### src/rtl/relu_maxpool_pkg.sv
// Shared constants and helpers for the streaming ReLU / max-pool stage.
// Optional clamp is selected with RELU_MAXPOOL_RELU_EN in relu_maxpool_13_2_12.
package relu_maxpool_pkg;

  localparam int unsigned L_DEF = 13;
  localparam int unsigned W_DEF = 2;
  localparam int unsigned T_DEF = 12;

  // Number of pooled values per vector, counting the partial last window.
  function automatic int unsigned outs_per_vec(input int unsigned l, input int unsigned w);
    return (l + w - 1) / w;
  endfunction

  function automatic logic signed [T_DEF-1:0] smax(input logic signed [T_DEF-1:0] a,
                                                   input logic signed [T_DEF-1:0] b);
    return (a > b) ? a : b;
  endfunction

endpackage

### src/rtl/relu_maxpool_out_reg.sv
// Single-entry valid/ready output register; x_ready lets a new value in whenever
// the slot is empty or is being drained on the same edge.
module relu_maxpool_out_reg
  import relu_maxpool_pkg::*;
#(
  parameter int unsigned T = T_DEF
) (
  input  logic                clk,
  input  logic                reset,
  input  logic signed [T-1:0] d,
  input  logic                load,
  output logic signed [T-1:0] y_data,
  output logic                y_valid,
  input  logic                y_ready,
  output logic                x_ready
);

  assign x_ready = !y_valid || y_ready;

  always_ff @(posedge clk or posedge reset) begin
    if (reset) begin
      y_valid <= 1'b0;
      y_data  <= '0;
    end else if (load) begin
      y_valid <= 1'b1;
      y_data  <= d;
    end else if (y_ready) begin
      y_valid <= 1'b0;
    end
  end

endmodule

### src/rtl/relu_maxpool_13_2_12.sv
// Streaming max-pool (window/stride W) over L-value signed vectors, with an optional
// zero clamp on each pooled value when RELU_MAXPOOL_RELU_EN is defined.
module relu_maxpool_13_2_12
  import relu_maxpool_pkg::*;
#(
  parameter int unsigned L = L_DEF,
  parameter int unsigned W = W_DEF,
  parameter int unsigned T = T_DEF
) (
  input  logic                clk,
  input  logic                reset,
  input  logic signed [T-1:0] x_data,
  input  logic                x_valid,
  output logic                x_ready,
  output logic signed [T-1:0] y_data,
  output logic                y_valid,
  input  logic                y_ready
);

  localparam int unsigned WinW = (W > 1) ? $clog2(W) : 1;
  localparam int unsigned VecW = (L > 1) ? $clog2(L) : 1;

  logic [WinW-1:0]     win_cnt_q, win_cnt_d;
  logic [VecW-1:0]     vec_cnt_q, vec_cnt_d;
  logic signed [T-1:0] run_max_q, run_max_d;
  logic signed [T-1:0] cand;
  logic signed [T-1:0] out_val;
  logic                xfer;
  logic                win_first;
  logic                win_last;
  logic                vec_last;
  logic                close;

  assign xfer      = x_valid && x_ready;
  assign win_first = (win_cnt_q == '0);
  assign win_last  = (win_cnt_q == WinW'(W - 1));
  assign vec_last  = (vec_cnt_q == VecW'(L - 1));
  assign close     = xfer && (win_last || vec_last);

  // A one-element window (partial tail) must not see the previous window's run_max.
  assign cand = win_first ? x_data : smax(run_max_q, x_data);

`ifdef RELU_MAXPOOL_RELU_EN
  assign out_val = cand[T-1] ? '0 : cand;
`else
  assign out_val = cand;
`endif

  always_comb begin
    win_cnt_d = win_cnt_q;
    vec_cnt_d = vec_cnt_q;
    run_max_d = run_max_q;
    if (xfer) begin
      run_max_d = cand;
      if (win_last || vec_last) begin
        win_cnt_d = '0;
      end else begin
        win_cnt_d = win_cnt_q + 1'b1;
      end
      if (vec_last) begin
        vec_cnt_d = '0;
      end else begin
        vec_cnt_d = vec_cnt_q + 1'b1;
      end
    end
  end

  always_ff @(posedge clk or posedge reset) begin
    if (reset) begin
      win_cnt_q <= '0;
      vec_cnt_q <= '0;
      run_max_q <= '0;
    end else begin
      win_cnt_q <= win_cnt_d;
      vec_cnt_q <= vec_cnt_d;
      run_max_q <= run_max_d;
    end
  end

  relu_maxpool_out_reg #(
    .T (T)
  ) u_out_reg (
    .clk     (clk),
    .reset   (reset),
    .d       (out_val),
    .load    (close),
    .y_data  (y_data),
    .y_valid (y_valid),
    .y_ready (y_ready),
    .x_ready (x_ready)
  );

endmodule
### config.mk
export PLATFORM = sky130hd
export DESIGN_NAME = relu_maxpool_13_2_12
export DESIGN_NICKNAME = d
export VERILOG_FILES = /design/src/rtl/relu_maxpool_pkg.sv /design/src/rtl/relu_maxpool_out_reg.sv /design/src/rtl/relu_maxpool_13_2_12.sv
export SDC_FILE = /design/constraint.sdc
export NUM_CORES = 1
export LEC_CHECK = 0
export ABC_AREA = 1
export BUFFER_PORTS_ARGS = -buffer_cell sky130_fd_sc_hd__buf_2
export CAP_MARGIN = 5
export CORE_ASPECT_RATIO = 0.5
export CORE_MARGIN = 5
export CORE_UTILIZATION = 45
export CTS_CLUSTER_SIZE = 10
export DETAILED_ROUTE_END_ITERATION = 12
export GPL_ROUTABILITY_DRIVEN = 0
export PLACE_DENSITY = 0.66
export SETUP_SLACK_MARGIN = 0.5
export SLEW_MARGIN = 10
export SYNTH_ARGS = -nofsm -noshare
export SYNTH_HDL_FRONTEND = slang
export SYNTH_SLANG_ARGS = --single-unit
### constraint.sdc
create_clock -name clk -period 2 [get_ports clk]
set_input_delay 0.1 -clock clk [delete_from_list [all_inputs] [get_ports clk]]
set_output_delay 0.1 -clock clk [all_outputs]
set_load 0.05 [all_outputs]
# Yosys cells after proc, flatten, opt, wreduce, memory -nomap -nowiden
# Cells that the tools add are included.
[totals] inputBits=16 wordCells=21 register_bits=30 output_inout_bits=14
[classes] n_addsub=2 n_eq_ne=1 order_cmp=1 mux=6 reduce_logical=6
[ops] cell="12-bit 2-to-1 mux" n=2
[ops] cell="12-bit greater-than comparator" n=1
[ops] cell="4-bit by 1-bit adder with 4-bit output (second input constant)" n=1
[ops] cell="4-bit equality test (second input constant)" n=1
[ops] cell="4-bit 2-to-1 mux" n=1
[ops] cell="1-bit 2-to-1 mux" n=3
[ops] cell="1-bit logical AND" n=2
[ops] cell="1-bit logical OR" n=2
[ops] cell="2-bit nonzero test" n=1
[ops] cell="1-bit adder (second input constant)" n=1
[ops] cell="1-bit zero test" n=1

# Logic depth before layout (Yosys ltp)
[depth] ltp_word=5 mapped_depth=16 ltp_nobuf=15

# Cells and area by module
# Synthesis repeated with hierarchy kept, for this count alone.
[hier_totals] cells_unflattened=252 hier_area_um2=1965.6
[modules_own_cells] module="relu_maxpool_13_2_12" cells_each=196 n_inst=1 area_per_inst_um2=1467.7 seq_area_each_um2=425.4
[modules_own_cells] module="relu_maxpool_out_reg" cells_each=56 n_inst=1 area_per_inst_um2=498.0 seq_area_each_um2=325.3

# Worst setup path before layout
# No wires, ideal clock.
[synth_timing] path_type="register -> register" from="register u_out_reg.y_valid" to="register u_out_reg.y_data[0]" path_stages_with_launch=9 setup_slack_ns=-0.134 setup_time_ns=0.118 t_required_ns=1.882 synth_period_minus_slack_ns=2.134 n_path_buf=1 t_arrival_ns=2.016 path_cell_list="dfrtp_1 nand2_1 nand2_2 clkinv_1 o21ai_2 inv_1 buf_2 nand3_1 nand2_1"
[synth_between] elab_chain_len=4
[synth_lines] item="start, declared" line="relu_maxpool_out_reg.sv:13" text="output logic y_valid,"
[synth_lines] item="start signal, assigned" line="relu_maxpool_out_reg.sv:22" text="y_valid <= 1'b0;"
[synth_lines] item="start signal, assigned" line="relu_maxpool_out_reg.sv:25" text="y_valid <= 1'b1;"
[synth_lines] item="start signal, assigned" line="relu_maxpool_out_reg.sv:28" text="y_valid <= 1'b0;"
[synth_lines] item="1-bit zero test" line="relu_maxpool_out_reg.sv:18" text="assign x_ready = !y_valid || y_ready;"
[synth_lines] item="1-bit logical OR" line="relu_maxpool_out_reg.sv:18"
[synth_lines] item="net x_ready" line="relu_maxpool_13_2_12.sv:14" text="output logic x_ready,"
[synth_lines] item="1-bit logical AND" line="relu_maxpool_13_2_12.sv:34" text="assign xfer = x_valid && x_ready;"
[synth_lines] item="1-bit logical AND" line="relu_maxpool_13_2_12.sv:38" text="assign close = xfer && (win_last || vec_last);"
[synth_lines] item="end signal, assigned" line="relu_maxpool_out_reg.sv:23" text="y_data <= '0;"
[synth_lines] item="end signal, assigned" line="relu_maxpool_out_reg.sv:26" text="y_data <= d;"
[synth_lines] item="end, declared" line="relu_maxpool_out_reg.sv:12" text="output logic signed [T-1:0] y_data,"
# The timed path passes the listed nets, and every way through them passes these cells.
# A chain may end at the register's enable or synchronous reset.

# Final worst setup path
[layout_timing] from="register run_max_q[11]" to="register run_max_q[4]"
[layout_between] elab_chain_len=3
[layout_lines] item="start, declared" line="relu_maxpool_13_2_12.sv:25" text="logic signed [T-1:0] run_max_q, run_max_d;"
[layout_lines] item="start signal, assigned" line="relu_maxpool_13_2_12.sv:76" text="run_max_q <= run_max_d;"
[layout_lines] item="12-bit greater-than comparator" line="relu_maxpool_pkg.sv:16" text="return (a > b) ? a : b;"
[layout_lines] item="12-bit 2-to-1 mux" line="relu_maxpool_pkg.sv:16"
[layout_lines] item="12-bit 2-to-1 mux" line="relu_maxpool_13_2_12.sv:41" text="assign cand = win_first ? x_data : smax(run_max_q, x_data);"
# Every way passes these cells.

==> results by stage <==
Timing:
- The final setup skew is approximately 0.007 ns.
- The sum of negative setup slack is 0 ns.
- The final setup violation count is 0.
- The setup slack after layout is roughly 0.065 ns.
- The worst hold margin is 0.102 ns.
- The remaining max-slew budget at the tightest pin is 72.8%.
- The highest attainable clock frequency is about 520 MHz.
- The actual slew at the worst max-slew pin is 0.409 ns.
- The number of hold violations in the final report came to 0.
- Dividing the final minimum period by the clock period gives between 90% and 100%.
- After layout, the minimum clock period comes to 1.94 ns.
- Setup repair after global routing could not meet its margin everywhere.
- The number of max-slew violations in the final report is 0.

Worst setup path:
- In this design, the stage delay of the slowest critical-path cell is 0.42 ns.
- The number of buffers and inverters on the critical path is 1.
- The path length in cells of the critical path is 9.
- In this run the critical register-to-register path is launched from run_max_q[11].
- The worst-path maximum fanout is 6.
- The required time reported for the critical path endpoint is 2.17 ns.
- The end of the worst register-to-register path is run_max_q[4].
- The signal on the critical path passes through ha_4 -> a21o_1 -> nor2_2 -> nand4_1 -> nand2_8 -> buf_12 -> nand3_2 -> nand3_1 -> nand2_1.
- STA classifies the critical path endpoint as a register.
- In this run the worst setup path begins at run_max_q[11].
- The family of cells with the greatest summed delay on the critical path is simple AND/OR/NAND/NOR gates.
- The signal arrival time at the worst endpoint is approximately 2.1 ns.
- The slowest stage of the critical path belongs to the cell dfrtp_1.
- STA classifies the critical path startpoint as a register.
- The setup path with the least slack is of type register to register.
- For flop-to-flop paths, the worst setup slack is ~0.065 ns.
- The worst reg-to-reg path cell count is 9.

Synth:
- The number of flops mapped to enable cells by yosys is 0.
- After synthesis, the most frequently instantiated cells are nand2_1 (72), inv_1 (40), dfrtp_1 (30).
- The net count after synthesis is 267.
- nand2_1 is the most common cell in the netlist.
- The number of synthesized register bits is 30.
- Of all cell types, the one taking the most synthesized area is dfrtp_1.
- In this run the biggest area consumer among cell types represents 40.5% of the synthesized area.
- Of the synthesized area, sequential elements account for between 40 and 50%.
- The most used flip-flop cell after synthesis is dfrtp_1.
- The average instance area after synthesis is 7.82 um2.
- Yosys mapped the design onto 23 distinct sky130hd cell types.
- For this run, asynchronously set or reset flops after synthesis account for 100%.
- The Yosys step of the flow raised 0 warnings.
- In the synthesized netlist, the number of instances is 237.
- Ranked by total cell area, the synthesized netlist is headed by dfrtp_1 (40%), nand2_1 (15%), ha_1 (9.4%).
- The mapped netlist covers about 1900 um2.

Finish:
- The post-layout net count is 322.
- From synthesis to final layout, the design area changed by 46.2%.
- Summing all multi-input logic gate instances after layout gives approximately 1300 um2.
- The fill cell total of the finished layout is 294.
- The antenna diode count is 0.
- Of the cells placed in the final design, the portion with a size suffix greater than 1 is between 40% and 50%.
- The final core utilization is 68.7%.
- Across the whole layout, storage elements account for 752 um2.

Route:
- For this run, design rule violations remaining after detail routing come to 0.
- The routed design has between 5000 and 6000 um of wire.
- For this block, the initial DRC count from the detailed router was 57.
- The detail-routed net length per standard cell is 14.4 um.
- For this block, the via count after detailed routing is between 1500 and 2000.
- The detail route stage leaves a number of antenna-violating nets equal to 0.
- Dividing the detail-routed via count by the number of cells gives 4.90.
- The first detailed-routing pass took 5 iterations.

Flow run:
- The tool flagged a number of max-cap violations equal to 0.

Die:
- The chip height is about 55 um.
- The starting density of the core is 47.0%.
- The number of rows created at floorplan is 16.
- The placeable core region is between 3000 and 4000 um2.
- The floorplan step defined a die boundary enclosing 5580 um2.
- The floorplan step set the die width to 101 um.
- In this run the count of I/O pins placed on the die edge is 30.

Worst hold path:
- Along the worst hold path, the cell count comes to 4.
- The worst hold-check path type is input pin to register.
- The worst hold path terminates at u_out_reg.y_valid.
- The startpoint of the worst hold path is y_ready.

Power:
- For this design the static power due to leakage is 1.44 nW.
- VDD sags by at most approximately 0.91 mV.
- In this run the power density over the cells is ~1800 nW/um2.

Clock network:
- The H-tree was split into 2 levels.
- The clock buffer count from CTS is 5.
- For the worst-skew pair, the clock arrives at the later sink with an insertion delay of 0.29 ns.
- The root buffer cell is clkbuf_8.
- In this run the deepest clock path goes through 2 buffers.
- CTS saw 30 sinks.
- The CTS tree is yes.
- Clock-pin slew was measured on the worst setup and hold paths at 0.06 ns.

Placement:
- Once detailed placement completed, the half-perimeter wirelength came to 2880 um.
- The number of port buffers is 29.
- OpenSTA, run right after detailed placement, puts the worst setup slack at 0.0244 ns.

Global route:
- The first global-routing pass estimated 7290 um of wire.
- The overflow left after global routing is 0.
- The total global-route track usage is between 10% and 20%.
- The via count of the first global-routing pass is 1591.
- Entering global routing, the biggest net connects 31 pins.
- The initial antenna violation count is 0.

Status:
- The flow ran to the end, and the final reports show no timing, DRC or antenna violations.
## cell type report
cell class,instances,area share (%)
clock buffer,8,4.06
timing repair buffer,53,13.0
sequential,30,27.7
inverter,42,6.19
multi-input combinational,160,46.5
tap,54,2.49
## stage by stage
step	area, um2	std cells	total power [W]
floorplan	1890	237	0.00289
global placement	2090	319	0.00327
detailed placement	2090	319	0.00331
CTS	2400	339	0.00436
global route	2710	347	0.00529
finish	2710	347	0.00499
## worst max-delay path by stage
stage                           end  slack [ns]
2_1_floorplan          run_max_q[9]        0.34
3_3_place_gp   u_out_reg.y_data[11]        0.07
3_5_place_dp   u_out_reg.y_data[10]        0.02
4_1_cts         u_out_reg.y_data[5]        0.18
5_1_grt                run_max_q[5]       -0.03
6_report               run_max_q[4]        0.06
## state kept, by name (all words and copies together), names as in the netlist
register / flops
vec_cnt_q: 4
win_cnt_q: 1
run_max_q: 12
u_out_reg.y_valid: 1
u_out_reg.y_data: 12
## where the power goes
| group | switching, W | internal (W) | leakage [nW] |
|---|---|---|---|
| logic | 0.00205 | 0.00121 | 1.02 |
| registers | 0.000228 | 0.000907 | 0.364 |
| clock network | 0.000239 | 0.000347 | 0.0575 |
| total | 0.00252 | 0.00247 | 1.44 |
## worst reg2reg max path, stage by stage, from the launching register on
cell,delay (ns)
dfrtp_1,0.42
ha_4,0.25
a21o_1,0.18
nor2_2,0.14
nand4_1,0.26
nand2_8,0.21
buf_12,0.16
nand3_2,0.08
nand3_1,0.09
nand2_1,0.05
## cells by family after synthesis
| family | after synthesis | share of synthesized area, % |
|---|---|---|
| simple gates | 133 | 35.2 |
| buf+inv | 49 | 11.0 |
| flops | 30 | 40.5 |
| fa+ha+maj | 14 | 9.45 |
| compound gates | 9 | 2.90 |
| xor+xnor | 2 | 0.945 |
## layout by cell type (no fill, tap or decap), types with 8 or more instances in the layout
| master | n |
|---|---|
| nand2_1 | 64 |
| inv_1 | 35 |
| buf_2 | 29 |
| dfrtp_1 | 29 |
| nand3_2 | 24 |
| buf_4 | 19 |
| nand2_2 | 12 |
| nand3_1 | 9 |
| nand2_4 | 9 |
| ha_4 | 8 |
| clkbuf_8 | 8 |
## timing repair
item,CTS,global route
cloned,2,0
pin swaps,17,24
setup buffers,9,8
setup endpoints to repair,24,26
hold buffers,1,0
endpoints found under the hold margin,30,0
gates resized for setup,21,41
## layer usage
layer | share of wire (%) | track usage [%]
met5 | 0 | 0
met4 | 0.94 | 5.76
met3 | 2.6 | 4.52
met2 | 49 | 25.8
met1 | 47 | 21.9
No activity file was read; power rests on OpenSTA's default activity.
